### config.mk
export PLATFORM = sky130hd
export DESIGN_NAME = response_collector
export DESIGN_NICKNAME = d
export VERILOG_FILES = /design/src/rtl/puf_pkg.sv /design/src/rtl/freq_regfile.sv /design/src/rtl/response_collector.sv
export SDC_FILE = /design/constraint.sdc
export NUM_CORES = 1
export LEC_CHECK = 0
export CAP_MARGIN = 0
export CORE_ASPECT_RATIO = 0.6
export CORE_MARGIN = 3
export CORE_UTILIZATION = 55
export DETAILED_ROUTE_END_ITERATION = 10
export GPL_TIMING_DRIVEN = 0
export PLACE_DENSITY = 0.84
export SLEW_MARGIN = 0
export SYNTH_ARGS = -nofsm -noshare
export SYNTH_HDL_FRONTEND = slang
export SYNTH_SLANG_ARGS = --single-unit
### constraint.sdc
create_clock -name clk -period 3.3 [get_ports clk]
set_input_delay 0.66 -clock clk [delete_from_list [all_inputs] [get_ports clk]]
set_output_delay 0.66 -clock clk [all_outputs]
set_load 0.01 [all_outputs]
### src/rtl/puf_pkg.sv
`default_nettype none
// ============================================================================
// Package  : puf_pkg
// Brief    : Shared TERO-PUF defaults and the response collector state type.
// Revision : 1.0
// ============================================================================
package puf_pkg;

    localparam int unsigned c_NUM_LOOPS        = 4;
    localparam int unsigned c_COUNT_BITS       = 32;
    localparam int unsigned c_LOG2_REPETITIONS = 12;

    typedef enum logic [1:0] {
        ST_COLLECT = 2'd0,
        ST_COMPARE = 2'd1,
        ST_OUTPUT  = 2'd2
    } collector_state_t;

endpackage : puf_pkg
`default_nettype wire

### src/rtl/freq_regfile.sv
`default_nettype none
// ============================================================================
// Module   : freq_regfile
// Brief    : Per-loop average frequency store with loaded flags, one write
//            port and two combinational read ports.
// Revision : 1.0
// ============================================================================
module freq_regfile #(
    parameter int NUM_LOOPS = 4,
    parameter int FREQ_BITS = 20,
    parameter int SEL_BITS  = $clog2(NUM_LOOPS)
) (
    input  logic                 clk,
    input  logic                 reset,
    input  logic                 wr_en,
    input  logic [SEL_BITS-1:0]  wr_idx,
    input  logic [FREQ_BITS-1:0] wr_data,
    input  logic                 clr_loaded,
    input  logic [SEL_BITS-1:0]  rd_idx_a,
    input  logic [SEL_BITS-1:0]  rd_idx_b,
    output logic [FREQ_BITS-1:0] rd_data_a,
    output logic [FREQ_BITS-1:0] rd_data_b,
    output logic [NUM_LOOPS-1:0] loaded
);

    logic [FREQ_BITS-1:0] r_freq [NUM_LOOPS];
    logic [NUM_LOOPS-1:0] r_loaded;

    // Entries keep their last value across collections; only loaded is cleared.
    always_ff @(posedge clk or negedge reset) begin
        if (!reset) begin
            for (int i = 0; i < NUM_LOOPS; i++) begin
                r_freq[i] <= '0;
            end
            r_loaded <= '0;
        end else begin
            if (wr_en) begin
                r_freq[wr_idx] <= wr_data;
            end
            if (clr_loaded) begin
                r_loaded <= '0;
            end else if (wr_en) begin
                r_loaded[wr_idx] <= 1'b1;
            end
        end
    end

    assign rd_data_a = r_freq[rd_idx_a];
    assign rd_data_b = r_freq[rd_idx_b];
    assign loaded    = r_loaded;

endmodule : freq_regfile
`default_nettype wire

### src/rtl/response_collector.sv
`default_nettype none
// ============================================================================
// Module   : response_collector
// Brief    : Collects per-loop TERO averages, compares loop pairs into PUF
//            response bits and hands them off with sticky error flags.
// Revision : 1.0
// ============================================================================
module response_collector
    import puf_pkg::*;
#(
    parameter int NUM_LOOPS        = c_NUM_LOOPS,
    parameter int COUNT_BITS       = c_COUNT_BITS,
    parameter int LOG2_REPETITIONS = c_LOG2_REPETITIONS,
    parameter int FREQ_BITS        = COUNT_BITS - LOG2_REPETITIONS
) (
    input  logic                         clk,
    input  logic                         reset,
    input  logic [COUNT_BITS-1:0]        count_in,
    input  logic [$clog2(NUM_LOOPS)-1:0] select_puf,
    input  logic                         store_response_puf,
    input  logic                         fsm_done,
    output logic [NUM_LOOPS/2-1:0]       response,
    output logic                         response_valid,
    input  logic                         response_ready,
    output logic                         err_incomplete,
    output logic                         err_dup,
    output logic                         err_overrun
);

    localparam int c_SEL_BITS  = $clog2(NUM_LOOPS);
    localparam int c_PAIRS     = NUM_LOOPS / 2;
    localparam int c_PAIR_BITS = (c_PAIRS > 1) ? $clog2(c_PAIRS) : 1;

    collector_state_t       r_state, w_state_next;
    logic                   r_done_d, r_done_armed, r_done_rise;
    logic [c_PAIR_BITS-1:0] r_pair_idx;
    logic [c_PAIRS-1:0]     r_response;
    logic                   r_err_incomplete, r_err_dup, r_err_overrun;

    logic                   w_sel_ok, w_dup_hit, w_wr_en, w_last_pair, w_handshake;
    logic [c_SEL_BITS-1:0]  w_idx_a, w_idx_b;
    logic [FREQ_BITS-1:0]   w_freq_a, w_freq_b;
    logic [NUM_LOOPS-1:0]   w_loaded, w_wr_mask, w_loaded_after;
    logic                   w_count_unused;

    assign w_sel_ok       = ({1'b0, select_puf} < (c_SEL_BITS + 1)'(NUM_LOOPS));
    assign w_dup_hit      = w_sel_ok ? w_loaded[select_puf] : 1'b1;
    assign w_wr_en        = store_response_puf && (r_state == ST_COLLECT) && w_sel_ok;
    assign w_wr_mask      = w_wr_en ? (NUM_LOOPS'(1) << select_puf) : '0;
    assign w_loaded_after = w_loaded | w_wr_mask;
    assign w_idx_a        = c_SEL_BITS'({r_pair_idx, 1'b0});
    assign w_idx_b        = c_SEL_BITS'({r_pair_idx, 1'b1});
    assign w_last_pair    = (r_pair_idx == c_PAIR_BITS'(c_PAIRS - 1));
    assign w_handshake    = (r_state == ST_OUTPUT) && response_ready;
    assign w_count_unused = ^count_in[LOG2_REPETITIONS-1:0];

    freq_regfile #(
        .NUM_LOOPS (NUM_LOOPS),
        .FREQ_BITS (FREQ_BITS),
        .SEL_BITS  (c_SEL_BITS)
    ) u_freq_regfile (
        .clk        (clk),
        .reset      (reset),
        .wr_en      (w_wr_en),
        .wr_idx     (select_puf),
        .wr_data    (count_in[COUNT_BITS-1:LOG2_REPETITIONS]),
        .clr_loaded (w_handshake),
        .rd_idx_a   (w_idx_a),
        .rd_idx_b   (w_idx_b),
        .rd_data_a  (w_freq_a),
        .rd_data_b  (w_freq_b),
        .loaded     (w_loaded)
    );

    always_comb begin
        w_state_next = r_state;
        case (r_state)
            ST_COLLECT: if (r_done_rise) w_state_next = ST_COMPARE;
            ST_COMPARE: if (w_last_pair) w_state_next = ST_OUTPUT;
            ST_OUTPUT:  if (w_handshake) w_state_next = ST_COLLECT;
            default:    w_state_next = ST_COLLECT;
        endcase
    end

    always_ff @(posedge clk or negedge reset) begin
        if (!reset) begin
            r_state          <= ST_COLLECT;
            r_done_d         <= 1'b0;
            r_done_armed     <= 1'b0;
            r_done_rise      <= 1'b0;
            r_pair_idx       <= '0;
            r_response       <= '0;
            r_err_incomplete <= 1'b0;
            r_err_dup        <= 1'b0;
            r_err_overrun    <= 1'b0;
        end else begin
            r_state  <= w_state_next;
            r_done_d <= fsm_done;
            // A done level held through reset must drop once before it can trigger.
            if (!fsm_done) begin
                r_done_armed <= 1'b1;
            end
            r_done_rise <= fsm_done && !r_done_d && r_done_armed;

            case (r_state)
                ST_COLLECT: begin
                    if (store_response_puf && w_dup_hit) begin
                        r_err_dup <= 1'b1;
                    end
                    if (r_done_rise) begin
                        r_pair_idx       <= '0;
                        r_err_incomplete <= ~&w_loaded_after;
                    end
                end
                ST_COMPARE: begin
                    r_response[r_pair_idx] <= (w_freq_a > w_freq_b);
                    r_pair_idx             <= r_pair_idx + c_PAIR_BITS'(1);
                    if (store_response_puf) begin
                        r_err_overrun <= 1'b1;
                    end
                end
                ST_OUTPUT: begin
                    if (w_handshake) begin
                        r_err_incomplete <= 1'b0;
                        r_err_dup        <= 1'b0;
                        r_err_overrun    <= 1'b0;
                    end else if (store_response_puf) begin
                        r_err_overrun <= 1'b1;
                    end
                end
                default: ;
            endcase
        end
    end

    assign response       = r_response;
    assign response_valid = (r_state == ST_OUTPUT);
    assign err_incomplete = r_err_incomplete;
    assign err_dup        = r_err_dup;
    assign err_overrun    = r_err_overrun;

endmodule : response_collector
`default_nettype wire

Yosys cells after proc, flatten, opt, wreduce, memory -nomap -nowiden
Cells that the tools add are included.
{"block": "totals", "regBits": 95, "input_bits": 39, "out_inout_bits": 6, "elab_cells": 89}
{"block": "classes", "n_bitwise": 5, "eq_ne": 6, "n_reduce_logical": 20, "order_cmp": 9, "n_addsub": 1, "shift": 1, "muxes": 33}
{"operator": "20-bit 2-to-1 mux", "count": 5}
{"operator": "20-bit binary-select mux with 2-bit select", "count": 2}
{"operator": "80-bit bitwise mux", "count": 1}
{"operator": "20-bit demux with 2-bit select", "count": 1}
{"operator": "20-bit > comparator", "count": 1}
{"operator": "4-bit 2-to-1 mux", "count": 3}
{"operator": "3-bit greater-or-equal comparator, second input constant", "count": 3}
{"operator": "1-bit 2-to-1 mux", "count": 9}
{"operator": "2-bit inverter with 3-bit output", "count": 3}
{"operator": "3-bit AND reduction", "count": 3}
{"operator": "1-bit logical AND", "count": 8}
{"operator": "4-bit OR", "count": 2}
{"operator": "1-bit case mux with 2 select lines", "count": 4}
{"operator": "2-bit nonzero test", "count": 4}
{"operator": "2-bit 2-to-1 mux", "count": 3}
{"operator": "2-bit case mux with 3 select lines", "count": 1}
{"operator": "2-bit by 1-bit != test with 1-bit output, second input constant", "count": 2}
{"operator": "2-bit != test, second input constant", "count": 2}
{"operator": "4-bit AND reduction", "count": 1}
{"operator": "1-bit by 2-bit << shifter with 4-bit output, first input constant", "count": 1}
{"operator": "2-bit by 3-bit less-than comparator with 1-bit output, second input constant", "count": 1}
{"operator": "3-bit by 1-bit less-than comparator with 1-bit output, second input constant", "count": 1}
{"operator": "1-bit binary-select mux with 2-bit select", "count": 1}
{"operator": "2-bit bitwise mux", "count": 1}
{"operator": "11 further kinds", "count": 12}

Longest topological paths before layout
Gate-level depths: netlist (run 1).
{"block": "depth", "ltp_word": 8, "mapped_depth": 9, "depth_no_buf": 7}

Hierarchy
A second synthesis (run 1) with hierarchy kept.
{"block": "hier_totals", "cells_unflattened": 366, "area_unflattened_um2": 5173.7}
{"module": "freq_regfile", "seq_area_each_um2": 2102.0, "n_inst": 1, "area_per_inst_um2": 4052.6, "cells_per_inst": 231}
{"module": "response_collector", "seq_area_each_um2": 275.3, "n_inst": 1, "area_per_inst_um2": 1121.1, "cells_per_inst": 135}

Worst setup path after synthesis (run 1)
OpenSTA, ideal clock, no wires.
{"block": "synth_timing", "path_type": "register to register", "from": "register r_pair_idx", "to": "register r_response[0], in the netlist response[0]", "t_required_ns": 3.167, "n_path_buf": 2, "setup_time_ns": 0.133, "path_slack_ns": 0.874, "period_less_slack_ns": 2.426, "path_stages_with_launch": 10, "t_arrival_ns": 2.293, "cell_sequence": "dfrtp_1 -> clkbuf_1 -> buf_2 -> mux2_2 -> ha_1 -> nand4_1 -> nor3_1 -> a22o_1 -> a2111oi_2 -> o21ai_1"}
{"block": "synth_via", "elab_chain_len": 6, "elab_cells_between_ends": 15, "classes_between": "order compare: 3; mux: 9; bitwise: 2; reduce/logical: 1"}
{"element": "start: declaration", "line": "response_collector.sv:36", "rtl": "logic [c_PAIR_BITS-1:0] r_pair_idx;"}
{"element": "start signal: assignment", "line": "response_collector.sv:117", "rtl": "r_pair_idx <= r_pair_idx + c_PAIR_BITS'(1);"}
{"element": "2-bit inverter with 3-bit output (on tied branches)", "line": "freq_regfile.sv:48, freq_regfile.sv:49"}
{"element": "20-bit binary-select mux with 2-bit select (on tied branches)", "line": "freq_regfile.sv:48, freq_regfile.sv:49"}
{"element": "20-bit 2-to-1 mux (on tied branches) (2 in series)", "line": "freq_regfile.sv:48, freq_regfile.sv:49"}
{"element": "20-bit > comparator", "line": "response_collector.sv:116", "rtl": "r_response[r_pair_idx] <= (w_freq_a > w_freq_b);"}
{"element": "2-bit bitwise mux *", "line": "response_collector.sv:116"}
{"element": "end signal: indexed assignment", "line": "response_collector.sv:116"}
{"element": "end: declaration", "line": "response_collector.sv:37", "rtl": "logic [c_PAIRS-1:0] r_response;"}
Every way passes the cells marked *; elsewhere a longest branch is shown, timed or not. The select of a mux whose other input is x is not followed.
A chain may end at the register's enable or synchronous reset.

Worst setup path after layout (run 1)
{"block": "layout_timing", "from": "register r_pair_idx", "to": "register r_response[1], in the netlist response[1]"}
Same word-level chain as after synthesis.

==> results of run 1 <==
cell usage after synthesis:
library cell	count	share of area, %
a2111oi_2	1	0.33
a21boi_1	1	0.17
a21o_1	5	0.83
a21oi_1	16	1.8
a22o_1	1	0.19
a31o_2	1	0.19
a31oi_1	2	0.28
buf_2	10	1.1
buf_4	3	0.50
clkbuf_1	2	0.17
dfrtp_1	95	52
ha_1	23	6.3
inv_1	4	0.33
mux2_1	27	6.7
mux2_2	73	18
mux2i_1	20	4.4
mux4_2	1	0.50
nand2_1	10	0.83
nand2b_1	4	0.55
nand3_1	2	0.22
nand4_1	5	0.69
nand4b_1	2	0.39
nor2_1	8	0.66
nor2b_1	4	0.55
nor3_1	1	0.11
nor3_2	1	0.22
nor4_2	1	0.28
o21ai_0	6	0.66
o21ai_1	5	0.55
o41ai_1	1	0.19
kinds of logic (layout without fill, tap and decap cells):
logic type,after synthesis,after routing,synth area share (%)
compound gates,39,39,5.15
fa+ha+maj,23,23,6.33
buf+inv,19,67,2.09
flops,95,95,52.3
mux,121,121,29.7
simple gates,38,38,4.49
cell type report:
| class | instances | area [um^2] |
|---|---|---|
| plain buffers | 15 | 80.1 |
| clock buffers | 11 | 243 |
| clock inverters | 4 | 70.1 |
| fillers | 542 | 2290 |
| inverters | 4 | 15.0 |
| multi-input cells | 221 | 2070 |
| flip-flops and latches | 95 | 2380 |
| well taps | 104 | 130 |
| repair buffers | 33 | 345 |
metal layers:
metal | vias to the layer above | GRT usage, % | wire length [um]
met2 | 68 | 30.9 | 3940
met5 | - | 0 | 0
met4 | 0 | 6.08 | 148
met1 | 1407 | 28.9 | 4260
li1 | 1307 | - | -
met3 | 16 | 6.01 | 487
how the worst max path moves through the flow:
| stage | from | slack [ps] | to | cells past startpoint |
|---|---|---|---|---|
| after detailed placement | r_pair_idx$_DFFE_PN0P_ | 340 | response[1]$_DFFE_PN0P_ | 9 |
| final | r_pair_idx$_DFFE_PN0P_ | 300 | response[1]$_DFFE_PN0P_ | 9 |
| after global routing | r_pair_idx$_DFFE_PN0P_ | 130 | response[0]$_DFFE_PN0P_ | 9 |
| after global placement | reset | -1720 | u_freq_regfile.r_freq[13]$_DFFE_PN0P_ | 1 |
| after CTS | r_pair_idx$_DFFE_PN0P_ | 330 | response[1]$_DFFE_PN0P_ | 9 |
| after floorplan | r_pair_idx$_DFFE_PN0P_ | 870 | response[0]$_DFFE_PN0P_ | 9 |
power groups by stage:
stage          clock [W]  sequential, W  combinational [W]
2_1_floorplan          0        0.00193            0.00163
3_3_place_gp           0        0.00197            0.00207
3_5_place_dp           0        0.00201            0.00215
4_1_cts          0.00110        0.00200            0.00219
5_1_grt          0.00116        0.00207            0.00242
6_report         0.00108        0.00200            0.00216
registers in the layout (all words and copies together), names as in the netlist:
name                   count
err_dup                    1
err_incomplete             1
err_overrun                1
r_done_armed               1
r_done_d                   1
r_done_rise                1
r_pair_idx                 1
r_state                    2
response                   2
u_freq_regfile.loaded      4
u_freq_regfile.r_freq     80
worst reg2reg max path, stage by stage, from the launching register on:
cell and delay (ps):
dfrtp_1 320, clkbuf_1 340, buf_2 370, mux2_2 380, ha_1 310, nand4_1 250
nor4_2 530, nand2_1 180, nand3_1 140, o21ai_1 60
metrics by stage:
| stage | total power, W | setup TNS, ps | area [um^2] | util (%) |
|---|---|---|---|---|
| 2_1_floorplan | 0.00356 | 0 | 4550 | - |
| 3_3_place_gp | 0.00403 | -162680 | 5000 | 65.5 |
| 3_5_place_dp | 0.00416 | 0 | 5020 | 65.8 |
| 4_1_cts | 0.00528 | 0 | 5340 | 69.9 |
| 5_1_grt | 0.00565 | 0 | 5340 | 69.9 |
| 6_report | 0.00524 | 0 | 5340 | 69.9 |
==> results.cfg, run 1 <==
[status]
status = finished clean

[grt]
pin_count_of_the_biggest_net_entering_global_routing = 76
grt_first_pass_wirelength_mm = 14.8
globalRouteOverflowTotal = 0
first_global_vias = 2935
antenna_found_initial = 0
groute.usage.overall_pct = 20.6

[worst_setup_path]
cp.buffers_inverters = 2
timing.critical_path.cells = clkbuf_1 -> buf_2 -> mux2_2 -> ha_1 -> nand4_1 -> nor4_2 -> nand2_1 -> nand3_1 -> o21ai_1
worstReg2RegStart = r_pair_idx$_DFFE_PN0P_
r2r_slack_ps = 300
cpPeakStageDelay_ps = 520
r2r_cells = 9
critPathArrivalTime_ps = 3210
path_max_fanout = 10
crit_type = flop to flop
setup.worst_path.end_class = flop
critical-path-slowest-cell = nor4_2
required_time_reported_for_the_critical_path_endpoint_ps = 3510
setup.worst_path.start_class = flop
worstReg2RegEnd = response[1]$_DFFE_PN0P_
cpLargestDelayFamily = simple AND/OR/NAND/NOR gates

[yosys]
syn-mean-instance-area_um2 = 13.6
synth_seq_cells = 95
share_of_synthesized_area_occupied_by_flip_flops_and_latches_pct = 52.3
synth.distinct_cells = 30
postSynthNetCount = 397
synth.cell_area_um2 = 4550
syn_inst = 335
yosys_warnings = 0

[power]
power.clock.fraction_pct = 20.6
pwr_density_cell_nw_per_um2 = 983
part_of_the_total_power_dissipated_in_sequential_elements_pct = 38.1
p_sw_share_pct = 32.4
power.leakage_nw = 2.35
vdd_ir_drop_max_uv = 574
power.internal_w = 0.00354
comb_power_share_pct = 41.3
power.net_switching_w = 0.00170

[cts]
worst_skew_pair_latency_ps = 340
clock_tree_from_tritoncts = built
clock_path_buffers = 2
cts_resized = 0
cts_buffers = 9
clk_pin_slew_worst_paths_ps = 60
clock_sink_count = 95
clock_tree.htree_level_count = 3
ctsHoldBuffers = 0
cts_root_buf = clkbuf_16
cts_setup_buffers = 0

[routing]
dr.first_iter.drc_count = 163
routed_wire_length_per_instance_um = 18.1
num_vias = 2798
route.antenna.remaining_nets = 0
sum_of_routed_wire_length_over_all_layers_mm = 8.83
iteration_count_of_the_initial_detailed_routing_pass = 4
post_drt_via_cell_ratio = 5.75
drc = 0

[die]
die-width_um = 123
die_height_um = 76.4
area_of_the_placeable_core_um2 = 7630
pin_count = 45
fp.dieArea_um2 = 9430
initial_core_util_pct = 59.6
floorplan.rows = 24

[sta]
setup-violations-final = 0
finalHoldViolations = 0
timing.max_slew.rel_slack_pct = 70.9
final_period_minus_worst_setup_slack_ps = 3000
tightest_slew_ps = 432
worst_clock_skew_ps = 5.86
final.setup.worst_slack_ps = 303
rsz0062_at_grt = false
report.final.slew_viol_count = 0
min_period_over_period_pct = 90.8
finalHoldWorstSlack_ps = 202
fmax_mhz = 334

[cells_and_area]
design.final.nets = 441
areaGrowthSynthToFinish_pct = 17.3
antennaDiodeCount = 0
final_layout_size_suffix_gt1_share_pct = 27.9
mostFrequentLayoutCell = dfrtp_1
instances_no_fill = 487
final_cell_mix = 95 x dfrtp_1, 73 x mux2_2, 31 x clkdlybuf4s50_1, 27 x mux2_1, 23 x ha_1

[placement]
dp.final_hpwl_mm = 6.26
placement.io_buffers = 32
dp_cells = 472
place_worst_setup_slack_ps = 342
gp_congestion = 0.869

[hold_path]
hold_class = input port to async pin

[flow_run]
cap_violations = 0
(Power assumes the default switching activity.)
==> run 2, diff against run 1 <==
clock period = 3.05 ns   (was 3.3 ns; I/O delays follow)
==> run 2 against run 1 <==
Against the previous run: die area did not move; largest cell class unchanged; combinational power rose by 8%; power grew 8.2%; clock-buffer cell count unchanged; via count is 0.50% lower; highest routed layer unchanged; fmax increased by 4.8%; non-clock buffer count fell by 1; clock skew fell by 0.75 ps; wire length increased by 0.22%; flip-flop and latch count unchanged; register-to-register slack worse by 110 ps.
==> results.cfg, run 2 (same netlist as run 1, synthesis figures left out) <==
[status]
status = finished clean

[worst_setup_path]
critical-path-slowest-cell = dfrtp_1
cpLargestDelayFamily = simple AND/OR/NAND/NOR gates
setup.worst_path.start_class = flop
cpPeakStageDelay_ps = 530
required_time_reported_for_the_critical_path_endpoint_ps = 3260
critPathArrivalTime_ps = 3070
path_max_fanout = 10
timing.critical_path.cells = buf_2 -> mux2_2 -> ha_1 -> nand4_1 -> nor4_2 -> nand2_1 -> nand3_1 -> o21ai_1
crit_type = flop to flop
cp.buffers_inverters = 1
setup.worst_path.end_class = flop

[grt]
groute.usage.overall_pct = 20.6
globalRouteOverflowTotal = 0
first_global_vias = 2935
antenna_found_initial = 0
grt_first_pass_wirelength_mm = 14.8
grt_use_met2_pct = 30.9
grt.met1_usage_pct = 28.9
grt.met3_usage_pct = 6.01
grt.busiest_layer = met2
pin_count_of_the_biggest_net_entering_global_routing = 76

[cells_and_area]
largest_register_ffs = 80
final_cell_mix = 95 x dfrtp_1, 73 x mux2_2, 31 x clkdlybuf4s50_1, 27 x mux2_1, 23 x ha_1
finished_cell_area_um2 = 5330
antennaDiodeCount = 0
instances_no_fill = 486
design.final.nets = 440
largest-register = u_freq_regfile.r_freq
mostFrequentLayoutCell = dfrtp_1
areaGrowthSynthToFinish_pct = 17.3
final_layout_size_suffix_gt1_share_pct = 28.0

[routing]
iteration_count_of_the_initial_detailed_routing_pass = 4
routed_wire_length_per_instance_um = 18.2
route.antenna.remaining_nets = 0
drc = 0
dr.first_iter.drc_count = 174
sum_of_routed_wire_length_over_all_layers_mm = 8.85
post_drt_via_cell_ratio = 5.73
num_vias = 2784

[sta]
final_period_minus_worst_setup_slack_ps = 2860
setup_total_negative_slack_ps = 0
tightest_slew_ps = 435
min_period_over_period_pct = 93.8
rsz0062_at_grt = false
fmax_mhz = 350
report.final.slew_viol_count = 0
finalHoldViolations = 0
setup-violations-final = 0
timing.max_slew.rel_slack_pct = 70.7
worst_clock_skew_ps = 5.11

[placement]
gp_congestion = 0.869
placement.io_buffers = 32
dp_cells = 472
placed_area_um2 = 5020
dp.final_hpwl_mm = 6.26

[cts]
ctsHoldBuffers = 0
clock_tree_from_tritoncts = built
cts_root_buf = clkbuf_16
clock_tree.htree_level_count = 3
cts_setup_buffers = 0
cts_buffers = 9
cts_resized = 0
clk_pin_slew_worst_paths_ps = 60
worst_skew_pair_latency_ps = 340
clock_sink_count = 95
clock_path_buffers = 2

[die]
die_height_um = 76.4
floorplan.rows = 24
area_of_the_placeable_core_um2 = 7630
die-width_um = 123
fp.dieArea_um2 = 9430
pin_count = 45
initial_core_util_pct = 59.6

[power]
vdd_ir_drop_max_uv = 621
pwr_density_cell_nw_per_um2 = 1060
power.leakage_nw = 2.35
fin_total_pwr_w = 0.00567

[flow_run]
cap_violations = 0

[hold_path]
hold_class = input port to async pin
[run 2: stage by stage]
| stage | hold slack (ps) | utilization (%) | setup WS, ps |
|---|---|---|---|
| floorplan | 314 | - | 624 |
| global placement | 386 | 65.5 | -1920 |
| detailed placement | 391 | 65.8 | 92.4 |
| CTS | 152 | 69.9 | 76.0 |
| global route | 159 | 69.9 | 61.7 |
| finish | 152 | 69.9 | 190 |
[run 2: final timing paths]
check	cells after the start	endpoint	startpoint	slack (ps)
min reg2reg	1	r_done_rise$_DFF_PN0_	r_done_d$_DFF_PN0_	400
max	8	response[1]$_DFFE_PN0P_	r_pair_idx$_DFFE_PN0P_	190
max reg2reg	8	response[1]$_DFFE_PN0P_	r_pair_idx$_DFFE_PN0P_	190
max in group asynchronous	2	u_freq_regfile.r_freq[44]$_DFFE_PN0P_	reset	2270
min	1	u_freq_regfile.r_freq[61]$_DFFE_PN0P_	reset	150
min in group clk	1	r_done_rise$_DFF_PN0_	r_done_d$_DFF_PN0_	400
[run 2: power by group]
group,internal [W],switching [W]
logic,0.00123,0.00109
registers,0.00187,0.000313
clock network,0.000733,0.000435
[run 2: metal layers]
layer | part of all wire (%) | vias to the layer above
li1 | - | 1307
met1 | 49 | 1399
met2 | 45 | 62
met3 | 4.5 | 16
met4 | 1.7 | 0
met5 | 0 | -
[run 2: area by class of cell]
cell class | instances | area, um^2
flip-flops and latches | 95 | 2380
fillers | 541 | 2300
multi-input cells | 221 | 2070
repair buffers | 33 | 345
clock buffers | 11 | 243
well taps | 104 | 130
plain buffers | 14 | 76.3
clock inverters | 4 | 70.1
inverters | 4 | 15.0
